[src/rtl/game_pkg.sv]
// Shared types and constants for the target/judge game logic.
// Holds the FSM state encoding, LFSR definition and score limit.
package game_pkg;

  typedef enum logic [1:0] {
    StIdle,
    StRelease,
    StShow,
    StDone
  } game_state_e;

  localparam int unsigned NUM_BTN   = 8;
  localparam int unsigned SCORE_W   = 10;
  localparam int unsigned SCORE_MAX = 999;

  localparam logic [15:0] LFSR_SEED = 16'hACE1;
  // Taps 16,14,13,11 map to bits 15,13,12,10.
  localparam logic [15:0] LFSR_TAPS = 16'b1011_0100_0000_0000;

  function automatic logic [15:0] lfsr_next(input logic [15:0] cur);
    return {cur[14:0], ^(cur & LFSR_TAPS)};
  endfunction

  function automatic logic [NUM_BTN-1:0] onehot8(input logic [2:0] idx);
    return NUM_BTN'(1) << idx;
  endfunction

  // Avoid showing the same target twice in a row.
  function automatic logic [2:0] pick_target(input logic [2:0] raw, input logic [2:0] prev);
    return (raw == prev) ? raw + 3'd1 : raw;
  endfunction

endpackage

[src/rtl/btn_debounce.sv]
// One-bit push-button conditioner: 2-flop synchroniser followed by a
// debouncer that accepts a new level after DEBOUNCE_CYCLES stable cycles.
module btn_debounce #(
  parameter int unsigned DEBOUNCE_CYCLES = 50000
) (
  input  logic clock,
  input  logic reset,
  input  logic btn_raw_i,
  output logic btn_level_o
);

  localparam int unsigned CntW = $clog2(DEBOUNCE_CYCLES + 1);
  localparam logic [CntW-1:0] CntLast = CntW'(DEBOUNCE_CYCLES - 1);

  logic            sync1_q;
  logic            sync2_q;
  logic            level_q;
  logic [CntW-1:0] cnt_q;

  always_ff @(posedge clock) begin
    if (!reset) begin
      sync1_q <= 1'b0;
      sync2_q <= 1'b0;
      level_q <= 1'b0;
      cnt_q   <= '0;
    end else begin
      sync1_q <= btn_raw_i;
      sync2_q <= sync1_q;
      // Any cycle agreeing with the accepted level restarts the count.
      if (sync2_q == level_q) begin
        cnt_q <= '0;
      end else if (cnt_q == CntLast) begin
        level_q <= sync2_q;
        cnt_q   <= '0;
      end else begin
        cnt_q <= cnt_q + CntW'(1);
      end
    end
  end

  assign btn_level_o = level_q;

endmodule

[src/rtl/target_judge.sv]
// Reaction game judge: lights a random target LED, judges debounced button
// presses or a timeout as hit/miss, and keeps a saturating score.
module target_judge
  import game_pkg::*;
#(
  parameter int unsigned DEBOUNCE_CYCLES = 50000,
  parameter int unsigned TICK_CYCLES     = 5000,
  parameter int unsigned TIMEOUT_TICKS   = 10000
) (
  input  logic               clock,
  input  logic               reset,
  input  logic [NUM_BTN-1:0] btn,
  input  logic               game_over,
  output logic [NUM_BTN-1:0] led,
  output logic               miss,
  output logic               hit,
  output logic [SCORE_W-1:0] score
);

  localparam int unsigned TickW = $clog2(TICK_CYCLES + 1);
  localparam int unsigned ToutW = $clog2(TIMEOUT_TICKS + 1);
  localparam logic [TickW-1:0] TickLast  = TickW'(TICK_CYCLES - 1);
  localparam logic [ToutW-1:0] ToutLast  = ToutW'(TIMEOUT_TICKS - 1);
  localparam logic [SCORE_W-1:0] ScoreMax = SCORE_W'(SCORE_MAX);

  logic [NUM_BTN-1:0] btn_level;
  logic [NUM_BTN-1:0] btn_level_q;
  logic [NUM_BTN-1:0] press;
  logic [15:0]        lfsr_q;
  game_state_e        state_q;
  logic [2:0]         target_q;
  logic [2:0]         next_target;
  logic [TickW-1:0]   cycle_cnt_q;
  logic [ToutW-1:0]   tick_cnt_q;
  logic               tick_strobe;
  logic               timeout;

  for (genvar i = 0; i < NUM_BTN; i++) begin : g_btn
    btn_debounce #(
      .DEBOUNCE_CYCLES(DEBOUNCE_CYCLES)
    ) u_btn_debounce (
      .clock      (clock),
      .reset      (reset),
      .btn_raw_i  (btn[i]),
      .btn_level_o(btn_level[i])
    );
  end

  always_ff @(posedge clock) begin
    if (!reset) begin
      btn_level_q <= '0;
      lfsr_q      <= LFSR_SEED;
    end else begin
      btn_level_q <= btn_level;
      lfsr_q      <= lfsr_next(lfsr_q);
    end
  end

  always_comb begin
    press       = btn_level & ~btn_level_q;
    next_target = pick_target(lfsr_q[2:0], target_q);
    tick_strobe = (cycle_cnt_q == TickLast);
    timeout     = tick_strobe && (tick_cnt_q == ToutLast);
  end

  always_ff @(posedge clock) begin
    if (!reset) begin
      state_q     <= StIdle;
      led         <= '0;
      hit         <= 1'b0;
      miss        <= 1'b0;
      score       <= '0;
      target_q    <= 3'd0;
      cycle_cnt_q <= '0;
      tick_cnt_q  <= '0;
    end else begin
      hit  <= 1'b0;
      miss <= 1'b0;
      // game_over overrides any judgement pending in the same cycle.
      if (game_over) begin
        state_q <= StDone;
        led     <= '0;
      end else begin
        unique case (state_q)
          StIdle: begin
            led     <= '0;
            state_q <= StRelease;
          end
          StRelease: begin
            led <= '0;
            if (btn_level == '0) begin
              target_q    <= next_target;
              led         <= onehot8(next_target);
              cycle_cnt_q <= '0;
              tick_cnt_q  <= '0;
              state_q     <= StShow;
            end
          end
          StShow: begin
            cycle_cnt_q <= tick_strobe ? '0 : cycle_cnt_q + TickW'(1);
            if (tick_strobe) begin
              tick_cnt_q <= tick_cnt_q + ToutW'(1);
            end
            // A press in the timeout cycle is judged as a press.
            if (press != '0) begin
              if (press == onehot8(target_q)) begin
                hit <= 1'b1;
                if (score != ScoreMax) begin
                  score <= score + SCORE_W'(1);
                end
              end else begin
                miss <= 1'b1;
              end
              led     <= '0;
              state_q <= StRelease;
            end else if (timeout) begin
              miss    <= 1'b1;
              led     <= '0;
              state_q <= StRelease;
            end
          end
          StDone: begin
            led <= '0;
          end
          default: begin
            led     <= '0;
            state_q <= StIdle;
          end
        endcase
      end
    end
  end

`ifndef SYNTHESIS
  a_hit_miss_excl : assert property (@(posedge clock) disable iff (!reset) !(hit && miss));
  a_led_onehot0   : assert property (@(posedge clock) disable iff (!reset) $onehot0(led));
`endif

endmodule

[config.mk]
export PLATFORM = sky130hd
export DESIGN_NAME = target_judge
export DESIGN_NICKNAME = d
export VERILOG_FILES = /design/src/rtl/game_pkg.sv /design/src/rtl/btn_debounce.sv /design/src/rtl/target_judge.sv
export SDC_FILE = /design/constraint.sdc
export NUM_CORES = 1
export LEC_CHECK = 0
export ABC_AREA = 1
export CORE_ASPECT_RATIO = 0.8
export CORE_MARGIN = 3
export CORE_UTILIZATION = 43
export CTS_CLUSTER_SIZE = 10
export DETAILED_ROUTE_END_ITERATION = 16
export GPL_TIMING_DRIVEN = 0
export SKIP_CTS_REPAIR_TIMING = 1
export SLEW_MARGIN = 25
export SYNTH_ARGS = -nofsm -noshare
export SYNTH_HDL_FRONTEND = slang
export SYNTH_SLANG_ARGS = --single-unit
[constraint.sdc]
create_clock -name clock -period 1.9 [get_ports clock]
set_input_delay 0.475 -clock clock [delete_from_list [all_inputs] [get_ports clock]]
set_output_delay 0.475 -clock clock [all_outputs]
set_load 0.02 [all_outputs]
Word level (Yosys, flattened, before mapping) --
Cells that the tools add are included.
Word-level totals: register bits 228, input port bits 11, output and inout bits 20, word-level logic and storage cells 151
Operators by class: add/sub/neg operators 12, equality and inequality tests 29, shifts and indexed selects 2, multiplexer cells 20, bitwise logic cells 14, reduce and logical (&&, ||, !) cells 32
Operators by type and width (count):
- 16-bit by 1-bit adder with 16-bit output (second input constant) | 8
- 16-bit equality test (second input constant) | 8
- 14-bit 2-to-1 mux | 2
- 14-bit one-hot mux with 2 select lines | 1
- 3-bit OR reduction | 9
- 13-bit 2-to-1 mux | 2
- 13-bit one-hot mux with 2 select lines | 1
- 8-bit 2-to-1 mux | 3
- 8-bit one-hot mux with 3 select lines | 1
- 2-bit AND reduction | 8
- 16-bit XOR reduction | 1
- 1-bit by 3-bit left shift with 8-bit output (first input constant) | 2
- 14-bit by 1-bit adder with 14-bit output (second input constant) | 1
- 14-bit equality test (second input constant) | 1
- 13-bit by 1-bit adder with 13-bit output (second input constant) | 1
- 13-bit equality test (second input constant) | 1
- 1-bit inverter | 12
- 10-bit by 1-bit adder with 10-bit output (second input constant) | 1
- 10-bit != test (second input constant) | 1
- 3-bit AND reduction | 3
- 8-bit AND | 1
- 1-bit equality test | 8
- 8-bit equality test | 1
- 8-bit logical NOT | 1
- 21 further kinds | 31

Logic depth before layout (Yosys ltp) --
depth after elaboration 6, mapped depth 13, mapped depth without buffers 12

Hierarchy --
A second synthesis with hierarchy kept.
Unflattened totals: cells, all modules 1622, area, all modules 11447.2 sq um
By module, submodules not included:
- btn_debounce | instances 8, cells each 131, area an instance 950.9 sq um, sequential area each 380.4 sq um
- target_judge | instances 1, cells each 574, area an instance 3839.9 sq um, sequential area each 1521.5 sq um

Worst setup path after synthesis --
OpenSTA, ideal clock, no wires.
path type register to register, start point register score[0], end point register score[3], library setup time 110 ps, arrival time 1551 ps, data required time 1790 ps, slack 239 ps, cell stages (with the launch flop) 10, path buffers 1, clock period less this slack 1661 ps, cells stage by stage dfxtp_1 ha_1 nand3_1 nor3_1 nor2_4 buf_4 nand3_1 nand2_1 inv_1 nor2_1
On the way: word-level cells in the longest chain between the ends 2, elaborated cells between the ends (all ways) 3, those cells by class 1 x add/sub; 1 x eq/ne; 1 x reduce/logical
RTL lines:
- from (decl) | RTL line target_judge.sv:17 | output logic [SCORE_W-1:0] score
- from (signal assigned) | RTL line target_judge.sv:109 | score <= score + SCORE_W'(1);
- branches (longest 2 deep; another with 10-bit by 1-bit adder with 10-bit output)
Parallel ways; which one is timed is not known. A chain may end at the register's enable or synchronous reset.

Worst setup path after layout --
start point register g_btn[3].u_btn_debounce.cnt_q[0], end point register g_btn[3].u_btn_debounce.cnt_q[11]
On the way: word-level cells in the longest chain between the ends 2, elaborated cells between the ends (all ways) 3, those cells by class 1 x add/sub; 1 x eq/ne; 1 x reduce/logical
RTL lines:
- from (decl) | RTL line btn_debounce.sv:18 | logic [CntW-1:0] cnt_q;
- from (signal assigned) | RTL line btn_debounce.sv:36 | cnt_q <= cnt_q + CntW'(1);
- branches (longest 2 deep; another with 16-bit by 1-bit adder with 16-bit output)
Parallel ways; which one is timed is not known.

==> metrics.txt <==
# TYPE chip_impl_metric gauge
chip_impl_metric{name="p_switching",unit="W"} 0.002129
chip_impl_metric{name="syn-mean-instance-area",unit="sq um"} 6.950
chip_impl_metric{name="clock_insertion_delay_worst_skew",unit="ns"} 0.52
chip_impl_metric{name="post_drt_wl_per_cell",unit="um"} 11.42
chip_impl_metric{name="remaining_drc_errors",unit=""} 0
chip_impl_metric{name="clockPowerShare",unit=""} 0.446
chip_impl_metric{name="postRouteAntennaNets",unit=""} 0
chip_impl_metric{name="setup_viol",unit=""} 0
chip_impl_metric{name="ys_types",unit=""} 38
chip_impl_metric{name="crit_required",unit="ns"} 2.30
chip_impl_metric{name="post-route-min-period",unit="ns"} 1.742
chip_impl_metric{name="placedCellCount",unit=""} 1846
chip_impl_metric{name="timing.final.max_slew_violations",unit=""} 0
chip_impl_info{name="worst_setup_path_start_kind",value="flip-flop"} 1
chip_impl_metric{name="design.die.area",unit="sq um"} 26230
chip_impl_metric{name="final.period_utilization",unit=""} 0.9169
chip_impl_metric{name="ys_async_sr_fraction",unit=""} 0
chip_impl_metric{name="fp.dieH",unit="um"} 145.5
chip_impl_metric{name="vias_in_the_first_global_route",unit=""} 8048
chip_impl_info{name="cts_tree",value="done"} 1
chip_impl_metric{name="detail_route.wirelength",unit="um"} 21460
chip_impl_metric{name="slew_headroom",unit=""} 0.6331
chip_impl_metric{name="buffer_ports.inserted",unit=""} 30
chip_impl_metric{name="yosys_warnings",unit=""} 0
chip_impl_metric{name="leakagePower",unit="nW"} 4.907
chip_impl_info{name="run_status",value="finished, final reports clean"} 1
chip_impl_metric{name="wl_met3",unit="um"} 1048
chip_impl_info{name="layout_common_cells",value="303 x nand2_1, 228 x nor2_1, 228 x dfxtp_1"} 1
chip_impl_metric{name="synth_seq_cells",unit=""} 228
chip_impl_metric{name="mappedNetlistNets",unit=""} 1527
chip_impl_metric{name="max_fanout_on_critical_path",unit=""} 10
chip_impl_metric{name="io-pin-count",unit=""} 31
chip_impl_metric{name="grt_max_degree",unit=""} 13
chip_impl_info{name="maxUsedRoutingLayer",value="met4"} 1
chip_impl_metric{name="swShare",unit=""} 0.2205
chip_impl_metric{name="max_slew.worst_pin.slew",unit="ns"} 0.5504
chip_impl_metric{name="multi_input_area",unit="sq um"} 4985
chip_impl_metric{name="grt_util_all_layers",unit=""} 0.1596
chip_impl_metric{name="cap_violations",unit=""} 0
chip_impl_metric{name="synth_edf_count",unit=""} 0
chip_impl_info{name="timing.critical_path.to_type",value="flip-flop"} 1
chip_impl_metric{name="final_cell_count_no_fill",unit=""} 1880
chip_impl_metric{name="clock-skew-final",unit="ns"} 0.01009
chip_impl_metric{name="antenna_cells",unit=""} 0
chip_impl_info{name="mostFrequentLayoutCell",value="nand2_1"} 1
chip_impl_metric{name="wire_length_of_the_first_global_routing_pass",unit="um"} 37140
chip_impl_metric{name="num-fill-cells",unit=""} 2354
chip_impl_info{name="cts.root.buffer_cell",value="clkbuf_16"} 1
chip_impl_metric{name="drive_gt1_frac",unit=""} 0.07015
chip_impl_metric{name="post-dp-hpwl",unit="um"} 15540
chip_impl_metric{name="worstPathArrival",unit="ns"} 2.14
chip_impl_metric{name="hold_viol_final",unit=""} 0
chip_impl_metric{name="cts_made_buffers",unit=""} 26
chip_impl_metric{name="nets",unit=""} 1591
chip_impl_metric{name="cts.sink_count",unit=""} 228
chip_impl_metric{name="first_pass_iters",unit=""} 5
chip_impl_metric{name="routabilityCongestion",unit=""} 0.8278
chip_impl_metric{name="tns",unit="ns"} 0
chip_impl_metric{name="wl_met1",unit="um"} 11650
chip_impl_metric{name="dieWidth",unit="um"} 180.3
chip_impl_metric{name="vias",unit=""} 9149
chip_impl_metric{name="clock_tree.htree_level_count",unit=""} 1
chip_impl_info{name="worst-setup-path-type",value="reg2reg"} 1
chip_impl_metric{name="seq_power_share",unit=""} 0.506
chip_impl_metric{name="post_synth_inst_count",unit=""} 1504
chip_impl_metric{name="ctsLongestPathBuffers",unit=""} 3
chip_impl_metric{name="antenna_found_initial",unit=""} 0
chip_impl_metric{name="route.met2.wl",unit="um"} 8362
chip_impl_metric{name="core_region_area",unit="sq um"} 23650
chip_impl_metric{name="floorplan.initialDensity",unit=""} 0.4420
chip_impl_info{name="holdCritPathClass",value="reg2reg"} 1
chip_impl_metric{name="clk_pin_slew_worst_paths",unit="ns"} 0.06
chip_impl_info{name="synth_ff_type",value="dfxtp_1"} 1
chip_impl_metric{name="p_int",unit="W"} 0.007525
chip_impl_metric{name="grt.overflow.total",unit=""} 0
chip_impl_metric{name="detail_route.iter0.violations",unit=""} 550
chip_impl_metric{name="viasPerCell",unit=""} 4.866
chip_impl_metric{name="clock.fmax",unit="MHz"} 574.0
chip_impl_metric{name="syn_to_final_growth",unit="%"} 15.23
chip_impl_metric{name="ff_latch_area",unit="sq um"} 4564
chip_impl_metric{name="ir_drop",unit="mV"} 0.6150
chip_impl_metric{name="syn-cell-area",unit="sq um"} 10450
chip_impl_info{name="unrepaired_setup_endpoints_after_global_routing",value="true"} 1
chip_impl_metric{name="num_rows",unit=""} 50
chip_impl_metric{name="share_comb_of_total_power",unit=""} 0.048
chip_impl_metric{name="ys_seq_area_frac",unit=""} 0.4367
chip_impl_metric{name="power_per_cell_area",unit="nW/um^2"} 801.5
power groups by stage:
stage	sequential (W)	combinational (W)	clock (W)
floorplan	0.00498	0.000324	0
global placement	0.00498	0.000450	0
detailed placement	0.00499	0.000454	0
CTS	0.00488	0.000455	0.00444
global route	0.00489	0.000533	0.00460
finish	0.00488	0.000466	0.00430
flip-flops by register name, indices dropped and copies added (netlist names), 2 cells and up:
| signal | flops |
|---|---|
| g_btn.u_btn_debounce.cnt_q | 128 |
| g_btn.u_btn_debounce.btn_level_o | 8 |
| score | 10 |
| cycle_cnt_q | 13 |
| g_btn.u_btn_debounce.sync1_q | 8 |
| lfsr_q | 16 |
| led | 8 |
| target_q | 3 |
| state_q | 2 |
| tick_cnt_q | 14 |
| g_btn.u_btn_debounce.sync2_q | 8 |
| btn_level_q | 8 |
cell families after synthesis:
group                    after synthesis  share of synthesized area
buffers and inverters                254                    0.09540
XOR/XNOR                              32                    0.02681
AO/OA/AOI/OAI                        148                    0.07493
flip-flops                           228                     0.4367
adder cells (fa/ha/maj)               12                    0.01436
AND/OR/NAND/NOR                      830                     0.3518
synthesized netlist by cell type (7+ instances only):
master   instances  area, sq um
inv_1          220        825.8
nor3b_1         15        112.6
xnor2_1          8        70.07
nand4_1         48        300.3
o21ai_0         38        190.2
ha_1            12        150.1
or2_2           15        93.84
a31oi_1          7        43.79
dfxtp_1        228         4564
nor2_1         233        874.6
nand2_1        310         1164
nand3_1         96        480.5
a21oi_1         85        425.4
nor4_1          12        75.07
nor3_1          81        405.4
buf_2            8        40.04
inv_2            8        30.03
xor2_1          24        210.2
layer usage:
layer,track usage,vias up
met1,0.2468,4003
met4,0.03107,0
li1,-,4940
met5,0,-
met2,0.2345,174
met3,0.02599,32
per-stage QoR:
step                      cell area, sq um  total power, W  setup WS, ns  hold WS (ns)  utilization
after floorplan                      10450        0.005304        0.2389        0.3905            -
after global placement               11140        0.005434       -0.6468        0.3939       0.4712
after detailed placement             11140        0.005439       -0.6462        0.3986       0.4712
after CTS                            11830        0.009780       -0.1988        0.4111       0.5004
after global routing                 12040         0.01002     -0.008346        0.4218       0.5093
final                                12040        0.009654        0.1579        0.4101       0.5093
worst paths after layout:
kind	start	end	slack, ns	cells after the start
hold reg to reg	g_btn[2].u_btn_debounce.sync1_q	g_btn[2].u_btn_debounce.sync2_q	0.41	2
setup / recovery	g_btn[3].u_btn_debounce.cnt_q[0]	g_btn[3].u_btn_debounce.cnt_q[11]	0.16	9
hold / removal	g_btn[2].u_btn_debounce.sync1_q	g_btn[2].u_btn_debounce.sync2_q	0.41	2
setup reg to reg	g_btn[3].u_btn_debounce.cnt_q[0]	g_btn[3].u_btn_debounce.cnt_q[11]	0.16	9
layout make-up:
type,instances,area share
multi-input cells,1022,0.4139
well taps,312,0.03241
clock buffers,28,0.05724
inverters,231,0.07230
plain buffers,21,0.01091
repair buffers,38,0.03428
flip-flops and latches,228,0.3790
critical path: stages, from the launching register on:
cell,delay (ns)
dfxtp_1,0.35
ha_1,0.18
nand2_1,0.07
nor2_1,0.20
inv_1,0.12
nor2_2,0.15
nand3_2,0.13
nand2_2,0.14
clkbuf_4,0.22
nor3_1,0.06
(Power assumes the default switching activity.)
